==> config.mk <==
export PLATFORM = sky130hd
export DESIGN_NAME = hazard_ctrl
export DESIGN_NICKNAME = d
export VERILOG_FILES = /design/src/rtl/hazard_ctrl.sv
export SDC_FILE = /design/constraint.sdc
export NUM_CORES = 1
export LEC_CHECK = 0
export ABC_CLOCK_PERIOD_IN_PS = 2300
export CORE_MARGIN = 5
export CORE_UTILIZATION = 44
export DETAILED_ROUTE_END_ITERATION = 10
export GPL_TIMING_DRIVEN = 0
export PLACE_DENSITY = 0.89
export SYNTH_ARGS = -nofsm -noshare
export SYNTH_HDL_FRONTEND = slang
export SYNTH_SLANG_ARGS = --single-unit
==> constraint.sdc <==
create_clock -name clk -period 2.3 [get_ports clk]
set_clock_uncertainty 0.1 [all_clocks]
set_input_delay 0.345 -clock clk [delete_from_list [all_inputs] [get_ports clk]]
set_output_delay 0.345 -clock clk [all_outputs]
set_load 0.05 [all_outputs]
==> src/rtl/hazard_ctrl.sv <==
// -----------------------------------------------------------------------------
// hazard_ctrl
//   Hazard controller for the 5-stage MIPS pipeline. It produces the stall,
//   flush and forwarding selects for the F/D/E stages. It keeps a private
//   M/W shadow of the write-back controls, so the decisions need no extra
//   datapath taps. It also sequences a multi-cycle multiplier that holds E
//   for MUL_LAT cycles.
//
// Parameters
//   MUL_LAT : cycles a multiply occupies E (1..16). 1 means no stall.
//   CNT_W   : multiply counter width, 2**CNT_W >= MUL_LAT.
//
// Ports
//   clk, reset                    : rising-edge clock, synchronous active-high reset
//   RsD, RtD, BranchD             : decode-stage sources and branch flag
//   RsE, RtE, WriteRegE           : execute-stage sources and destination
//   RegWriteE, MemtoRegE          : execute-stage write-back controls
//   MultStartE                    : multiply instruction present in E
//   StallF, StallD, StallE        : hold PC / D register / E register
//   FlushE                        : insert a bubble into E
//   ForwardAD, ForwardBD          : branch comparator takes ALUOutM
//   ForwardAE, ForwardBE          : 00 regfile, 01 ResultW, 10 ALUOutM
//   RegWriteM, MemtoRegM, RegWriteW, WriteRegM, WriteRegW : shadow controls
//   MultBusy                      : multiplier stall active
// -----------------------------------------------------------------------------
module hazard_ctrl #(
  parameter int MUL_LAT = 4,
  parameter int CNT_W   = 4
) (
  input  logic       clk,
  input  logic       reset,
  input  logic [4:0] RsD,
  input  logic [4:0] RtD,
  input  logic       BranchD,
  input  logic [4:0] RsE,
  input  logic [4:0] RtE,
  input  logic [4:0] WriteRegE,
  input  logic       RegWriteE,
  input  logic       MemtoRegE,
  input  logic       MultStartE,
  output logic       StallF,
  output logic       StallD,
  output logic       StallE,
  output logic       FlushE,
  output logic       ForwardAD,
  output logic       ForwardBD,
  output logic [1:0] ForwardAE,
  output logic [1:0] ForwardBE,
  output logic       RegWriteM,
  output logic       MemtoRegM,
  output logic       RegWriteW,
  output logic [4:0] WriteRegM,
  output logic [4:0] WriteRegW,
  output logic       MultBusy
);

  typedef enum logic [1:0] {
    IDLE = 2'd0,
    BUSY = 2'd1,
    DONE = 2'd2
  } mul_state_t;

  // A one-cycle multiply never needs to hold E, so the FSM stays in IDLE.
  localparam bit MUL_MULTI = (MUL_LAT > 1);
  localparam bit LAT_TWO   = (MUL_LAT == 2);
  // The first cycle is spent in IDLE and the last in DONE, so BUSY counts
  // the remaining MUL_LAT-2 cycles.
  localparam logic [CNT_W-1:0] CNT_LOAD = MUL_MULTI ? CNT_W'(MUL_LAT - 2) : '0;
  localparam logic [CNT_W-1:0] CNT_ONE  = CNT_W'(1);

  // Non-zero destination that matches either decode source.
  function automatic logic reg_hit(input logic [4:0] dst,
                                   input logic [4:0] src_a,
                                   input logic [4:0] src_b);
    return (dst != 5'd0) && ((dst == src_a) || (dst == src_b));
  endfunction

  // Execute-stage forward select. M wins over W, and $0 is never forwarded.
  function automatic logic [1:0] fwd_sel(input logic [4:0] src,
                                         input logic       rw_m,
                                         input logic [4:0] wr_m,
                                         input logic       rw_w,
                                         input logic [4:0] wr_w);
    logic [1:0] sel;
    if (rw_m && (wr_m != 5'd0) && (wr_m == src)) begin
      sel = 2'b10;
    end else if (rw_w && (wr_w != 5'd0) && (wr_w == src)) begin
      sel = 2'b01;
    end else begin
      sel = 2'b00;
    end
    return sel;
  endfunction

  mul_state_t       state_r;
  mul_state_t       state_nxt_s;
  logic [CNT_W-1:0] cnt_r;
  logic [CNT_W-1:0] cnt_nxt_s;
  logic             mstall_s;
  logic             lwstall_s;
  logic             branchstall_s;
  logic             hazard_s;
  logic             stall_e_s;

  logic             regwrite_m_r;
  logic             memtoreg_m_r;
  logic [4:0]       writereg_m_r;
  logic             regwrite_w_r;
  logic [4:0]       writereg_w_r;

  // Multiplier next-state, counter and stall decode.
  always_comb begin
    state_nxt_s = state_r;
    cnt_nxt_s   = cnt_r;
    mstall_s    = 1'b0;
    case (state_r)
      IDLE: begin
        if (MultStartE && MUL_MULTI) begin
          mstall_s    = 1'b1;
          cnt_nxt_s   = CNT_LOAD;
          state_nxt_s = LAT_TWO ? DONE : BUSY;
        end else begin
          mstall_s    = 1'b0;
          state_nxt_s = IDLE;
        end
      end
      BUSY: begin
        mstall_s  = 1'b1;
        cnt_nxt_s = cnt_r - CNT_ONE;
        if (cnt_r == CNT_ONE) begin
          state_nxt_s = DONE;
        end else begin
          state_nxt_s = BUSY;
        end
      end
      DONE: begin
        // The finishing multiply leaves E this cycle; a start request seen
        // now belongs to it and is ignored.
        mstall_s    = 1'b0;
        state_nxt_s = IDLE;
      end
      default: begin
        mstall_s    = 1'b0;
        cnt_nxt_s   = '0;
        state_nxt_s = IDLE;
      end
    endcase
  end

  // Multiplier state and counter registers.
  always_ff @(posedge clk) begin
    if (reset) begin
      state_r <= IDLE;
      cnt_r   <= '0;
    end else begin
      state_r <= state_nxt_s;
      cnt_r   <= cnt_nxt_s;
    end
  end

  // Load-use and branch-compare hazard detection.
  assign lwstall_s     = MemtoRegE && reg_hit(RtE, RsD, RtD);
  assign branchstall_s = BranchD &&
                         ((RegWriteE && reg_hit(WriteRegE, RsD, RtD)) ||
                          (memtoreg_m_r && reg_hit(writereg_m_r, RsD, RtD)));
  assign hazard_s      = lwstall_s || branchstall_s;

  // All stall/flush outputs are quiet while reset is asserted.
  assign stall_e_s = mstall_s && !reset;
  assign StallE    = stall_e_s;
  assign MultBusy  = stall_e_s;
  assign StallF    = !reset && (mstall_s || hazard_s);
  assign StallD    = !reset && (mstall_s || hazard_s);
  // A held E stage must keep its instruction, so the multiplier wins.
  assign FlushE    = !reset && hazard_s && !mstall_s;

  // M/W shadow of the write-back controls; a held E sends a bubble to M.
  always_ff @(posedge clk) begin
    if (reset) begin
      regwrite_m_r <= 1'b0;
      memtoreg_m_r <= 1'b0;
      writereg_m_r <= 5'd0;
      regwrite_w_r <= 1'b0;
      writereg_w_r <= 5'd0;
    end else begin
      regwrite_m_r <= RegWriteE && !stall_e_s;
      memtoreg_m_r <= MemtoRegE && !stall_e_s;
      writereg_m_r <= WriteRegE;
      regwrite_w_r <= regwrite_m_r;
      writereg_w_r <= writereg_m_r;
    end
  end

  assign RegWriteM = regwrite_m_r;
  assign MemtoRegM = memtoreg_m_r;
  assign WriteRegM = writereg_m_r;
  assign RegWriteW = regwrite_w_r;
  assign WriteRegW = writereg_w_r;

  // Forwarding selects, zero latency.
  assign ForwardAE = fwd_sel(RsE, regwrite_m_r, writereg_m_r, regwrite_w_r, writereg_w_r);
  assign ForwardBE = fwd_sel(RtE, regwrite_m_r, writereg_m_r, regwrite_w_r, writereg_w_r);
  assign ForwardAD = (RsD != 5'd0) && regwrite_m_r && (writereg_m_r == RsD);
  assign ForwardBD = (RtD != 5'd0) && regwrite_m_r && (writereg_m_r == RtD);

endmodule

==> flow_metrics.env, run 1 <==
export IMPL_status="finished, violations left"
export IMPL_violations="setup timing"
export IMPL_fin_nets=256
export IMPL_dp_cells=258
export IMPL_utilization_pct=72.50
export IMPL_drtAntennaViolNets=0
export IMPL_antenna_found_initial=0
export IMPL_pre_cts_ws_ns=-0.9893
export IMPL_crit_start="WriteRegE[0]"
export IMPL_synth_seq_cells=19
export IMPL_crit_end="StallF"
export IMPL_cp_arrival_ns=1.93
export IMPL_io_buffers=48
export IMPL_setup_viol=2
export IMPL_holdWs_ns=0.2127
export IMPL_grt_pass1_vias=1325
export IMPL_drv_slew=0
export IMPL_setup_ws_ns=-0.07435
export IMPL_grt_max_degree=13
export IMPL_syn_area_sq_mm=0.001405
export IMPL_maxCapViolCount=0
export IMPL_htreeDepth=1
export IMPL_dpl_hpwl_um=3213
export IMPL_slowest_delay_ns=0.38
export IMPL_r2r_cells=5
export IMPL_final_hold_violation_count=0
export IMPL_synth_fp_nets=199
export IMPL_clock_latency_ns=0.31
export IMPL_timing_final_crit_share_pct=103.2
export IMPL_worstHoldPathType="in -> reg"
export IMPL_seq_area_sq_um=417.9
export IMPL_post_route_min_period_ns=2.374
export IMPL_r2r_start="cnt_r[0]"
export IMPL_cts_num_sinks=19
export IMPL_total_leakage_power_nw=0.8802
export IMPL_grt_pass1_wl_um=6334
export IMPL_vias_per_cell=5.030
export IMPL_rsz0062_at_grt="true"
export IMPL_row_count=20
export IMPL_n_fill_cell=232
export IMPL_place_area_sq_mm=0.002088
export IMPL_startpoint_type="primary input"
export IMPL_fmax_mhz=421.2
export IMPL_synth_cell_types=32
export IMPL_drc=0
export IMPL_stdcell_count=266
export IMPL_cts_made_buffers=3
export IMPL_dr_total_vias=1338
export IMPL_crit_path_end_kind="output port"
export IMPL_grtUsageTotal_pct=18.33
export IMPL_io_pins=55
export IMPL_wl_um=3954
export IMPL_yosysWarnings=0
export IMPL_syn_to_final_growth_pct=57.52
export IMPL_fp_dieW_um=66.51
export IMPL_max_slew_margin_pct=63.82
export IMPL_coreArea_sq_mm=0.003053
export IMPL_die_y_um=66.51
export IMPL_worst_setup_path_type="in -> out"
export IMPL_critPathRequiredTime_ns=1.86
export IMPL_die_area_sq_mm=0.004424
export IMPL_tightest_slew_ns=0.5428
export IMPL_clk_path_buf_depth=2
export IMPL_drt_pass1_iterations=4
export IMPL_multi_input_area_sq_mm=0.001115
export IMPL_path_cells="clkdlybuf4s15_2 -> or3_1 -> o311a_1 -> a32oi_2 -> a31oi_4 -> buf_6 -> buf_8"
export IMPL_cts_root_buffer="clkbuf_4"
export IMPL_cts_tree="yes"
export IMPL_r2r_slack_ns=1.03
export IMPL_syn_avg_cell_area_sq_um=8.464
export IMPL_seq_area_frac_synth_pct=27.07
export IMPL_path_max_fanout=4
export IMPL_start_util_pct=46.02
export IMPL_ir_drop_uv=403.3
export IMPL_wire_per_inst_um=14.86
export IMPL_holdPathStages=2
export IMPL_grt_overflow_total=0
export IMPL_drive_gt1_share_pct=31.53
export IMPL_r2r_end="cnt_r[1]"
export IMPL_stdcell_area_sq_mm=0.002213
export IMPL_insertedDiodeCount=0
export IMPL_cpMaxStageDelayCell="or3_1"
export IMPL_synthCells=166
export IMPL_drt_iter0_drc=59
export IMPL_p_per_area_mw_per_mm2=409.3
export IMPL_clk_pin_slew_ns=0.11
export IMPL_place_congestion=0.8543
-- through the flow --
stage | total power, W | setup TNS, ns
4_1_cts | 0.0009032 | -0.1854
3_5_place_dp | 0.0007211 | -6.003
3_3_place_gp | 0.0007119 | -5.654
2_1_floorplan | 0.0005990 | -0.009462
5_1_grt | 0.0009496 | -0.3508
6_report | 0.0009060 | -0.1324
-- state kept, by name, indices dropped and copies added, names as in the netlist --
| signal | flops |
|---|---|
| RegWriteM | 1 |
| WriteRegM | 5 |
| RegWriteW | 1 |
| state_r | 2 |
| MemtoRegM | 1 |
| WriteRegW | 5 |
| cnt_r | 4 |
-- synth_stat cells --
master     count  share of area, %
xnor2_1       32                20
xor2_1        20                12
dfxtp_1       19                27
nor2b_1       13               5.8
buf_2         10               3.6
nor2_1        10               2.7
nand2_1        8               2.1
nand3_1        8               2.8
nor3_1         7               2.5
inv_1          3              0.80
o311a_1        3               2.1
or3_1          3               1.3
or4_1          3               1.6
a22oi_1        2               1.1
and2_1         2              0.89
buf_4          2               1.1
clkbuf_1       2              0.53
ha_1           2               1.8
nor4_1         2              0.89
nor4_2         2               1.8
o22ai_1        2              0.89
a21boi_1       1              0.53
a21oi_1        1              0.36
a31oi_1        1              0.45
a32oi_2        1               1.2
nor2b_2        1              0.62
nor3_2         1              0.71
nor3b_1        1              0.53
o2111ai_1      1              0.62
o21ai_0        1              0.36
o21ai_1        1              0.36
o31ai_1        1              0.53
-- worst max-delay path, delay by kind of cell --
family / cells / cell delay (ns)
compound gates: 3 / 0.70
simple gates: 1 / 0.38
buf+inv: 3 / 0.52
-- worst min path at each step --
| stage | start | to | slack (ns) |
|---|---|---|---|
| global placement | RegWriteM | RegWriteW | 0.39 |
| detailed placement | RegWriteM | RegWriteW | 0.39 |
| CTS | reset | WriteRegM[0] | 0.32 |
| floorplan | RegWriteE | RegWriteM | 0.37 |
| global route | WriteRegE[2] | WriteRegM[2] | 0.22 |
| finish | WriteRegE[1] | WriteRegM[1] | 0.21 |
-- cell usage in the layout, fill, tap and decap left out, drive strengths merged, types with 2 or more instances in the layout --
cell type      count
xnor2             32
nor2b             14
inv                3
nand3              8
clkbuf             7
nor2              10
or3                3
or4                3
o21ai              2
o22ai              2
nor4               4
dlygate4sd2       14
and2               2
xor2              20
dfxtp             19
nor3               8
buf               24
ha                 2
nand2              8
clkdlybuf4s15      3
a22oi              2
o311a              3
clkdlybuf4s50     20
-- cell families (layout without fill, tap and decap cells) --
kind of cell | after synthesis | count (layout) | synth area share, %
simple gates | 61 | 61 | 24.31
xor+xnor | 52 | 52 | 32.41
flops | 19 | 19 | 27.07
buf+inv | 17 | 73 | 5.966
compound gates | 15 | 15 | 8.459
fa+ha+maj | 2 | 2 | 1.781
-- where the power goes --
group	internal, W	total (W)	switching [W]
logic	0.000162	0.000357	0.000195
registers	0.000343	0.000371	0.0000278
clock network	0.0000664	0.000178	0.000112
total	0.000572	0.000906	0.000334
-- final cells by class --
type	count	area share (%)
plain buffers	9	2.318
repair buffers	57	24.08
clock inverters	1	0.3392
inverters	3	0.5088
flip-flops and latches	19	18.88
clock buffers	3	1.018
multi-input cells	130	50.37
well taps	44	2.487
-- repair_timing --
action,in CTS,in global routing
buffers inserted,5,4
setup endpoints to repair,11,9
pin swaps,11,10
hold buffers,0,0
gates resized for setup,83,17
-- per-layer routing --
layer	GRT usage [%]	share of wire (%)	wire, um
met1	22.31	42	1671
met2	33.58	52	2056
met3	2.361	4.9	193
met4	4.569	0.81	32
met5	0	0	0
(Power assumes the default switching activity.)
==> run 2, diff against run 1 <==
Settings changed: SKIP_CTS_REPAIR_TIMING set to 1.
==> run 2 against run 1 <==
Effect of this change: the run still ends with setup timing left; routed wire length up 12%; non-clock buffer count up 1; global-route usage is 0.51 points lower; setup slack got worse by 0.043 ns; first-iteration DRC count grew 1.7%; critical path type is now reg -> out; critical endpoint unchanged; highest routed layer unchanged.
==> flow_metrics.env, run 2 (synthesis results as in run 1) <==
export IMPL_worst_setup_path_type="reg -> out"
export IMPL_vias_per_cell=5.255
export IMPL_cts_made_buffers=3
export IMPL_grt_overflow_total=0
export IMPL_clock_power_share_pct=19.3
export IMPL_grt_max_degree=13
export IMPL_multi_input_area_sq_mm=0.001130
export IMPL_htreeDepth=1
export IMPL_die_y_um=66.51
export IMPL_cts_num_sinks=19
export IMPL_drt_iter0_drc=60
export IMPL_clk_pin_slew_ns=0.11
export IMPL_utilization_pct=75.00
export IMPL_setup_viol=3
export IMPL_finalPower_w=0.0009270
export IMPL_switching_share_pct=37.34
export IMPL_clock_latency_ns=0.31
export IMPL_drv_slew=0
export IMPL_rsz0062_at_grt="true"
export IMPL_maxCapViolCount=0
export IMPL_ir_drop_uv=385.3
export IMPL_dpl_hpwl_um=3213
export IMPL_io_buffers=48
export IMPL_met3_usage_pct=2.530
export IMPL_tightest_slew_ns=0.5534
export IMPL_drive_gt1_share_pct=30.49
export IMPL_grtUsageTotal_pct=17.81
export IMPL_die_area_sq_mm=0.004424
export IMPL_drc=0
export IMPL_post_route_min_period_ns=2.417
export IMPL_fp_dieW_um=66.51
export IMPL_grt_busiest_layer="met2"
export IMPL_drtAntennaViolNets=0
export IMPL_insertedDiodeCount=0
export IMPL_wire_per_inst_um=16.57
export IMPL_fin_nets=257
export IMPL_critPathRequiredTime_ns=1.86
export IMPL_holdWs_ns=0.2734
export IMPL_cp_arrival_ns=1.97
export IMPL_place_congestion=0.8543
export IMPL_row_count=20
export IMPL_n_fill_cell=215
export IMPL_seqPwrFrac_pct=40.1
export IMPL_syn_to_final_growth_pct=62.96
export IMPL_antenna_found_initial=0
export IMPL_fmax_mhz=413.7
export IMPL_final_common_cell="xnor2_1"
export IMPL_p_sw_w=0.0003461
export IMPL_power_frac_comb_pct=40.5
export IMPL_clk_path_buf_depth=2
export IMPL_met1_usage_pct=21.22
export IMPL_p_int_w=0.0005809
export IMPL_path_max_fanout=7
export IMPL_status="finished, violations left"
export IMPL_setup_ws_ns=-0.1175
export IMPL_final_cell_mix="xnor2_1 (26), clkdlybuf4s50_1 (20), xor2_1 (19), dlymetal6s2s_1 (19), buf_4 (14)"
export IMPL_dr_total_vias=1403
export IMPL_startpoint_type="flop"
export IMPL_drt_pass1_iterations=4
export IMPL_violations="setup timing"
export IMPL_coreArea_sq_mm=0.003053
export IMPL_met2_usage_pct=32.47
export IMPL_total_leakage_power_nw=1.026
export IMPL_cts_root_buffer="clkbuf_4"
export IMPL_grt_pass1_vias=1278
export IMPL_max_slew_margin_pct=63.11
export IMPL_cts_tree="yes"
export IMPL_final_hold_violation_count=0
export IMPL_dp_cells=258
export IMPL_io_pins=55
export IMPL_wl_um=4423
export IMPL_crit_path_end_kind="output port"
export IMPL_seq_area_sq_um=417.9
export IMPL_start_util_pct=46.02
export IMPL_grt_pass1_wl_um=6120
export IMPL_fin_setup_tns_ns=-0.1658
export IMPL_stdcell_count=267
export IMPL_p_per_area_mw_per_mm2=404.9
export IMPL_timing_final_crit_share_pct=105.1
export IMPL_worstHoldPathType="in -> reg"
[run 2: through the flow]
| step | area, sq um | setup WS (ns) |
|---|---|---|
| after floorplan | 1553 | -0.009462 |
| after global placement | 2088 | -0.9386 |
| after detailed placement | 2088 | -0.9893 |
| after CTS | 2118 | -1.007 |
| after global routing | 2290 | -0.2177 |
| final | 2290 | -0.1175 |
[run 2: worst max-delay path, cell delays in order, from the launching register on]
cell and delay [ns]:
dfxtp_4 0.40, xnor2_2 0.18, nand3_2 0.12, nor3_4 0.26, o2111ai_4 0.19, a31oi_4 0.26, buf_6 0.13, buf_8 0.13
[run 2: final cells by class]
type / instances / share of cell area [%]
multi-input combinational: 130 / 49.34
timing repair buffer: 58 / 25.96
sequential: 19 / 18.25
tap: 44 / 2.404
buffer: 9 / 2.240
clock buffer: 3 / 0.9836
inverter: 3 / 0.4918
clock inverter: 1 / 0.3279
[run 2: power by group through the flow]
stage	clock [W]	combinational, W	sequential (W)
2_1_floorplan	0	0.000199	0.000400
4_1_cts	0.000182	0.000354	0.000361
6_report	0.000179	0.000376	0.000372
5_1_grt	0.000192	0.000401	0.000376
3_5_place_dp	0	0.000353	0.000368
3_3_place_gp	0	0.000344	0.000368
[run 2: worst paths after layout]
path	startpoint	to	slack, ns	depth (start not counted)
setup / recovery	WriteRegM[3]	StallF	-0.12	7
hold / removal	WriteRegE[1]	WriteRegM[1]	0.27	2
setup reg to reg	cnt_r[0]	cnt_r[1]	1.03	5
hold reg to reg	RegWriteM	RegWriteW	0.41	1
[run 2: per-layer routing]
metal	wire (um)	vias up
met5	0	-
met4	150	0
met3	323	14
met2	2220	62
met1	1729	661
li1	-	666
==> run 3, diff against run 2 <==
Settings changed: ABC_CLOCK_PERIOD_IN_PS 2300 to not set.
==> results of run 3 <==
Same layout as run 2: the final DEF is identical, and so are final timing and power.
